[config.mk]
export PLATFORM = sky130hd
export DESIGN_NAME = alu_branch_unit_flat
export DESIGN_NICKNAME = d
export VERILOG_FILES = /design/src/rtl/alu_branch_unit_if.sv /design/src/rtl/alu_branch_unit.sv /design/src/flat_wrapper.sv
export SDC_FILE = /design/constraint.sdc
export NUM_CORES = 1
export LEC_CHECK = 0
export BUFFER_PORTS_ARGS = -buffer_cell sky130_fd_sc_hd__buf_4
export CAP_MARGIN = 20
export CORE_MARGIN = 2
export CORE_UTILIZATION = 47
export CTS_BUF_LIST = sky130_fd_sc_hd__clkbuf_4
export CTS_CLUSTER_DIAMETER = 30
export DETAILED_ROUTE_END_ITERATION = 8
export PLACE_DENSITY = 0.89
export SLEW_MARGIN = 20
export SYNTH_ARGS = -nofsm -noshare
export SYNTH_HDL_FRONTEND = slang
export SYNTH_SLANG_ARGS = --single-unit
[constraint.sdc]
create_clock -name clk -period 1.6 [get_ports clk]
set_clock_uncertainty 0.15 [all_clocks]
set_input_delay 0.08 -clock clk [delete_from_list [all_inputs] [get_ports clk]]
set_output_delay 0.08 -clock clk [all_outputs]
set_load 0.01 [all_outputs]
[src/rtl/alu_branch_unit_if.sv]
// Flag/branch bus between the ALU-side control and the branch unit.
// The master drives flags and branch requests; the slave returns PC and status.
interface alu_branch_unit_if #(
    parameter int PC_WIDTH = 8
);
    logic                flag_we;
    logic                z_in;
    logic                s_in;
    logic                v_in;
    logic                pc_en;
    logic                br_valid;
    logic [2:0]          br_cond;
    logic [PC_WIDTH-1:0] br_target;
    logic [PC_WIDTH-1:0] pc;
    logic [2:0]          flags;
    logic                taken;
    logic                flush;
    logic                ready;

    modport master (
        output flag_we, z_in, s_in, v_in, pc_en, br_valid, br_cond, br_target,
        input  pc, flags, taken, flush, ready
    );

    modport slave (
        input  flag_we, z_in, s_in, v_in, pc_en, br_valid, br_cond, br_target,
        output pc, flags, taken, flush, ready
    );
endinterface

[src/rtl/alu_branch_unit.sv]
// Latches ALU flags, resolves branch conditions against the registered flags,
// and owns the program counter including the post-branch flush window.
module alu_branch_unit #(
    parameter int PC_WIDTH     = 8,
    parameter int RESET_PC     = 0,
    parameter int FLUSH_CYCLES = 1
) (
    input logic clk,
    input logic rst,
    alu_branch_unit_if.slave bus
);
    localparam logic [0:0] ST_RUN   = 1'b0;
    localparam logic [0:0] ST_FLUSH = 1'b1;

    localparam logic [PC_WIDTH-1:0] RESET_PC_V = PC_WIDTH'(RESET_PC);
    localparam logic [3:0]          FLUSH_INIT = 4'(FLUSH_CYCLES - 1);

    logic [0:0]          state;
    logic [3:0]          cnt;
    logic [PC_WIDTH-1:0] pc_q;
    logic [2:0]          flags_q;
    logic                taken_q;
    logic                cond_true;

    // Flags are packed {z, s, v}; LT/GE use the signed-compare sense s^v.
    function automatic logic eval_cond(input logic [2:0] cond, input logic [2:0] f);
        logic z, s, v;
        z = f[2];
        s = f[1];
        v = f[0];
        case (cond)
            3'b000:  eval_cond = 1'b1;
            3'b001:  eval_cond = z;
            3'b010:  eval_cond = !z;
            3'b011:  eval_cond = s ^ v;
            3'b100:  eval_cond = !(s ^ v);
            3'b101:  eval_cond = v;
            3'b110:  eval_cond = !v;
            default: eval_cond = 1'b0;
        endcase
    endfunction

    assign cond_true = eval_cond(bus.br_cond, flags_q);

    always_ff @(posedge clk) begin
        if (rst) begin
            state   <= ST_RUN;
            cnt     <= 4'd0;
            pc_q    <= RESET_PC_V;
            flags_q <= 3'b000;
            taken_q <= 1'b0;
        end else begin
            if (bus.flag_we) begin
                flags_q <= {bus.z_in, bus.s_in, bus.v_in};
            end
            case (state)
                ST_RUN: begin
                    if (bus.br_valid && cond_true) begin
                        pc_q    <= bus.br_target;
                        taken_q <= 1'b1;
                        cnt     <= FLUSH_INIT;
                        state   <= ST_FLUSH;
                    end else begin
                        taken_q <= 1'b0;
                        if (bus.pc_en) begin
                            pc_q <= pc_q + PC_WIDTH'(1);
                        end
                    end
                end
                ST_FLUSH: begin
                    // PC parks on the target while the wrong-path slots drain.
                    taken_q <= 1'b0;
                    if (cnt == 4'd0) begin
                        state <= ST_RUN;
                    end else begin
                        cnt <= cnt - 4'd1;
                    end
                end
                default: begin
                    state   <= ST_RUN;
                    taken_q <= 1'b0;
                end
            endcase
        end
    end

    assign bus.pc    = pc_q;
    assign bus.flags = flags_q;
    assign bus.taken = taken_q;
    assign bus.flush = (state == ST_FLUSH);
    assign bus.ready = (state == ST_RUN);
endmodule

[src/flat_wrapper.sv]
// flat-port wrapper written by rule: the top's interface ports become plain ports
module alu_branch_unit_flat 
#(
    parameter int PC_WIDTH     = 8,
    parameter int RESET_PC     = 0,
    parameter int FLUSH_CYCLES = 1
)
  (clk, rst, bus_flag_we, bus_z_in, bus_s_in, bus_v_in, bus_pc_en, bus_br_valid, bus_br_cond, bus_br_target, bus_pc, bus_flags, bus_taken, bus_flush, bus_ready);
  alu_branch_unit_if #(.PC_WIDTH(PC_WIDTH)) bus_i ();
  input logic clk;
  input logic rst;
  input wire logic [$bits(bus_i.flag_we)-1:0] bus_flag_we;
  input wire logic [$bits(bus_i.z_in)-1:0] bus_z_in;
  input wire logic [$bits(bus_i.s_in)-1:0] bus_s_in;
  input wire logic [$bits(bus_i.v_in)-1:0] bus_v_in;
  input wire logic [$bits(bus_i.pc_en)-1:0] bus_pc_en;
  input wire logic [$bits(bus_i.br_valid)-1:0] bus_br_valid;
  input wire logic [$bits(bus_i.br_cond)-1:0] bus_br_cond;
  input wire logic [$bits(bus_i.br_target)-1:0] bus_br_target;
  output wire logic [$bits(bus_i.pc)-1:0] bus_pc;
  output wire logic [$bits(bus_i.flags)-1:0] bus_flags;
  output wire logic [$bits(bus_i.taken)-1:0] bus_taken;
  output wire logic [$bits(bus_i.flush)-1:0] bus_flush;
  output wire logic [$bits(bus_i.ready)-1:0] bus_ready;
  assign bus_i.flag_we = bus_flag_we;
  assign bus_i.z_in = bus_z_in;
  assign bus_i.s_in = bus_s_in;
  assign bus_i.v_in = bus_v_in;
  assign bus_i.pc_en = bus_pc_en;
  assign bus_i.br_valid = bus_br_valid;
  assign bus_i.br_cond = bus_br_cond;
  assign bus_i.br_target = bus_br_target;
  assign bus_pc = bus_i.pc;
  assign bus_flags = bus_i.flags;
  assign bus_taken = bus_i.taken;
  assign bus_flush = bus_i.flush;
  assign bus_ready = bus_i.ready;
  alu_branch_unit #(.PC_WIDTH(PC_WIDTH), .RESET_PC(RESET_PC), .FLUSH_CYCLES(FLUSH_CYCLES)) u_core (.clk(clk), .rst(rst), .bus(bus_i));
endmodule
# Yosys cells after proc, flatten, opt, wreduce, memory -nomap -nowiden
# Cells that the tools add are included.
# classes
bitwise	2
eq_ne	8
n_addsub	2
n_mux	10
reduce_logical	9
# op_table
operator	n
2-to-1 mux 8 bit	2
equality test 3 bit (second input constant)	3
adder 8 x 1 -> 8 bit (second input constant)	1
2-to-1 mux 4 bit	2
case mux 4 bit (2 select lines)	1
case mux 1 bit (7 select lines)	1
equality test 3 x 2 -> 1 bit (second input constant)	2
logical NOT 4 bit	1
case mux 1 bit (2 select lines)	2
AND reduction 2 bit	2
subtractor 4 x 1 -> 4 bit (second input constant)	1
equality test 3 x 1 -> 1 bit (second input constant)	1
logical NOT 1 bit	3
logical NOT 3 bit	1
2-to-1 mux 1 bit	2
inequality test 2 x 1 -> 1 bit (second input constant)	1
inequality test 2 bit (second input constant)	1
nonzero test 2 bit	1
logical AND 1 bit	1
NOT 1 bit	1
bitwise XOR 1 bit	1
# word_totals
register_bits	17
elab_cells	36

# Logic depth before layout (Yosys ltp)
# logic_depth
depth_word	6
depth_mapped	6

# Least setup slack after synthesis
# Ideal clock, no wire load.
# synth_path
kind	register to register
start	register u_core.pc_q[0] (netlist: u_core.bus.pc[0])
end	register u_core.pc_q[6] (netlist: u_core.bus.pc[6])
t_arrival_ps	1546
slack_ps	-202
path_buffers	0
period_less_slack_ps	1802
path_stages_with_launch	6
path_cell_list	dfxtp_1 > ha_1 > nand4_1 > or4b_1 > a32o_1 > o311ai_0
# synth_between
elab_chain_len	3
# synth_lines
element	line_no	rtl
from (decl)	alu_branch_unit.sv:20	logic [PC_WIDTH-1:0] pc_q;
from (signal assigned)	alu_branch_unit.sv:59	pc_q <= bus.br_target;
from (signal assigned)	alu_branch_unit.sv:66	pc_q <= pc_q + PC_WIDTH'(1);
adder 8 x 1 -> 8 bit	alu_branch_unit.sv:66	
2-to-1 mux 8 bit	alu_branch_unit.sv:65	if (bus.pc_en) begin
2-to-1 mux 8 bit	alu_branch_unit.sv:58	if (bus.br_valid && cond_true) begin
# No other way between the ends. The select of a mux whose other input is x is not followed.
# A chain may end at the register's enable or synchronous reset.

==> metrics.txt <==
Synth Instances=130; minimum clock period=1.72 ns; area growth from synthesis to layout=71.9%; Main synth FF type=dfxtp_1; Setup violations, final=9; syn avg cell area=8.30 sq um; Hold Slack=0.0325 ns; RSZ-0062 raised after global routing=true; die height=51.9 um; die width=51.9 um; worst-skew pair later-pin latency=0.29 ns; Max Freq=580 MHz; CTS tree=done; vias in the first global route=1397; Max stage delay on crit path=0.56 ns; IO Pins=33; Design Power=1.16 mW; Routed Antenna Nets=0; Comb pwr share=0.359; Hold Fails Final Rpt=0; EDFF count, synth=0; # rows=17; Max Cap Viol=0; H-tree levels=1; post-synth top area share=0.316; WP data arrival=1.78 ns; setup ws final=-0.124 ns; die area=2690 sq um; endpoint class of the critical path=register; sw power=0.383 mW; total core area=2190 sq um; Sequential Power Share=0.422; Max IR drop VDD=0.532 mV; clk slew on worst S/H paths=0.10 ns; share of cells above drive strength 1=0.473; largest net degree at the start of global routing=22; Req. time, crit path=1.65 ns; Critical Path, Cell by Cell=dlygate4sd3_1 > buf_4 > or3_1 > nor4_1 > o32ai_2 > o221ai_1; vias per cell=6.68; # DRC=0; Netlist cell types=44; Crit Path Class=primary input to register; Bufs on Longest Clock Path=2; Hold Path Class=primary input to register; area of placed instances=1450 sq um; drt first-iter violations=67; clock power share=0.219; GP Congestion=0.762; Worst Hold Launch=bus_br_target[1]; hpwl dp=2300 um; vias=1442; Layout Cells excl Fill=216; fin crit share=1.08; Critical Path Start=rst; Seq/Total Area, Yosys=0.316; Routed WL=4440 um; first-pass GRT wire length=6410 um; FF+latch count, synth=17; initial antenna violation count=0; Slew Viols, Final=0; placed insts=194; Rel. slew slack=0.719; failing checks=negative setup slack; Initial Utilization=0.492; CTS buffer count=3; Setup crit start kind=primary input; Reg2Reg Launch Point=u_core.bus.pc[1]; number of clock sinks=17; Yosys top cell by area=dfxtp_1; sw frac=0.331; GRT Resource Usage Total=0.324; Antenna diodes=0; layout net count=210; Port Buffer Count=32; WL/cell=20.5 um; post-synthesis async set-or-reset flop share=0; static power due to leakage=0.706 nW; DP Worst Slack=-0.146 ns; grt ovf=0; internal power=0.775 mW; syn nets=151; synthesis warning total=0; P per Cell Area=624 nW/um^2; largest cells by area after synthesis=dfxtp_1, nand2_1, a32o_1; Clk Tree Root Cell=clkbuf_4; Post-Syn Area=1080 sq um; CP max stage cell=dlygate4sd3_1; Final Cell Area=1850 sq um; status=finished with violations; Crit Path Max Fanout=21; Tightest Pin Transition=0.418 ns; first drt pass iteration count=4
## cell families after synthesis
logic type	count (synthesis)	share of synthesized area
xor+xnor	1	0.00812
fa+ha+maj	2	0.0232
mux	4	0.0371
simple gates	56	0.292
buf+inv	14	0.0522
flops	17	0.316
compound gates	36	0.271
## final timing paths
path	endpoint	slack [ns]	cells after the start
worst min-delay path	u_core.bus.pc[1]	0.03	3
worst min register to register	u_core.bus.pc[5]	0.40	2
worst max-delay path	u_core.bus.pc[7]	-0.12	6
worst max register to register	u_core.bus.pc[6]	-0.09	5
## power groups by stage
stage	logic, mW	clock network (mW)	registers [mW]
after CTS	0.356	0.252	0.481
after floorplan	0.128	0	0.503
after detailed placement	0.288	0	0.491
after global placement	0.275	0	0.489
final	0.416	0.253	0.488
after global routing	0.436	0.269	0.492
## layout make-up
type                       count  area, sq um
clock buffer                   4         30.0
multi-input combinational     99          872
sequential                    17          358
timing repair buffer          62          533
fill                         110          337
inverter                       6         26.3
tap                           28         35.0
## synth_stat cells (2+ instances only)
| cell type | count |
|---|---|
| dfxtp_1 | 17 |
| nand2_1 | 11 |
| nand3_1 | 8 |
| nor2_1 | 7 |
| nand4_1 | 6 |
| a31oi_1 | 5 |
| inv_1 | 5 |
| a32o_1 | 4 |
| clkbuf_1 | 4 |
| mux2i_1 | 4 |
| nor2b_1 | 4 |
| o21ai_0 | 4 |
| o221ai_1 | 4 |
| o32ai_1 | 4 |
| buf_2 | 3 |
| nor4_1 | 3 |
| or3_1 | 3 |
| or4_1 | 3 |
| a211oi_1 | 2 |
| a21oi_1 | 2 |
| ha_1 | 2 |
| nand2b_1 | 2 |
| o311ai_0 | 2 |
## per-layer routing
| metal | routed length, um | up-vias | global-route usage |
|---|---|---|---|
| li1 | - | 626 | - |
| met1 | 1610 | 687 | 0.368 |
| met2 | 2250 | 103 | 0.576 |
| met3 | 367 | 26 | 0.0575 |
| met4 | 215 | 0 | 0.162 |
| met5 | 0 | - | 0 |
## critical path: cells and delay by family
family	cells	cell delay (ns)
and+or+nand+nor	2	0.66
buffers and inverters	2	0.78
AOI/OAI and AO/OA	2	0.26
## metrics by stage
step	util	setup TNS, ns
2_1_floorplan	-	0
3_3_place_gp	0.660	-0.0296
3_5_place_dp	0.660	-0.596
4_1_cts	0.785	-0.160
5_1_grt	0.846	-1.01
6_report	0.846	-0.535
## timing repair
item,CTS,global route
pin swaps,4,10
endpoints found under the setup margin,11,14
setup buffers,2,4
hold buffers,11,0
cloned,1,0
endpoints found under the hold margin,13,0
gates resized for setup,21,19
## cells in the final DEF, fill, tap and decap left out, types with 6 or more instances in the layout
cell / instances
buf_4: 45
dfxtp_1: 11
dlygate4sd3_1: 11
nand2_1: 11
nand3_1: 7
nand4_1: 6
nor2_1: 7
## state kept, by name, summed over array words and instances (netlist names)
| name | flops |
|---|---|
| u_core.bus.taken | 1 |
| u_core.bus.flags | 3 |
| u_core.bus.flush | 1 |
| u_core.cnt | 4 |
| u_core.bus.pc | 8 |
(Power assumes the default switching activity.)
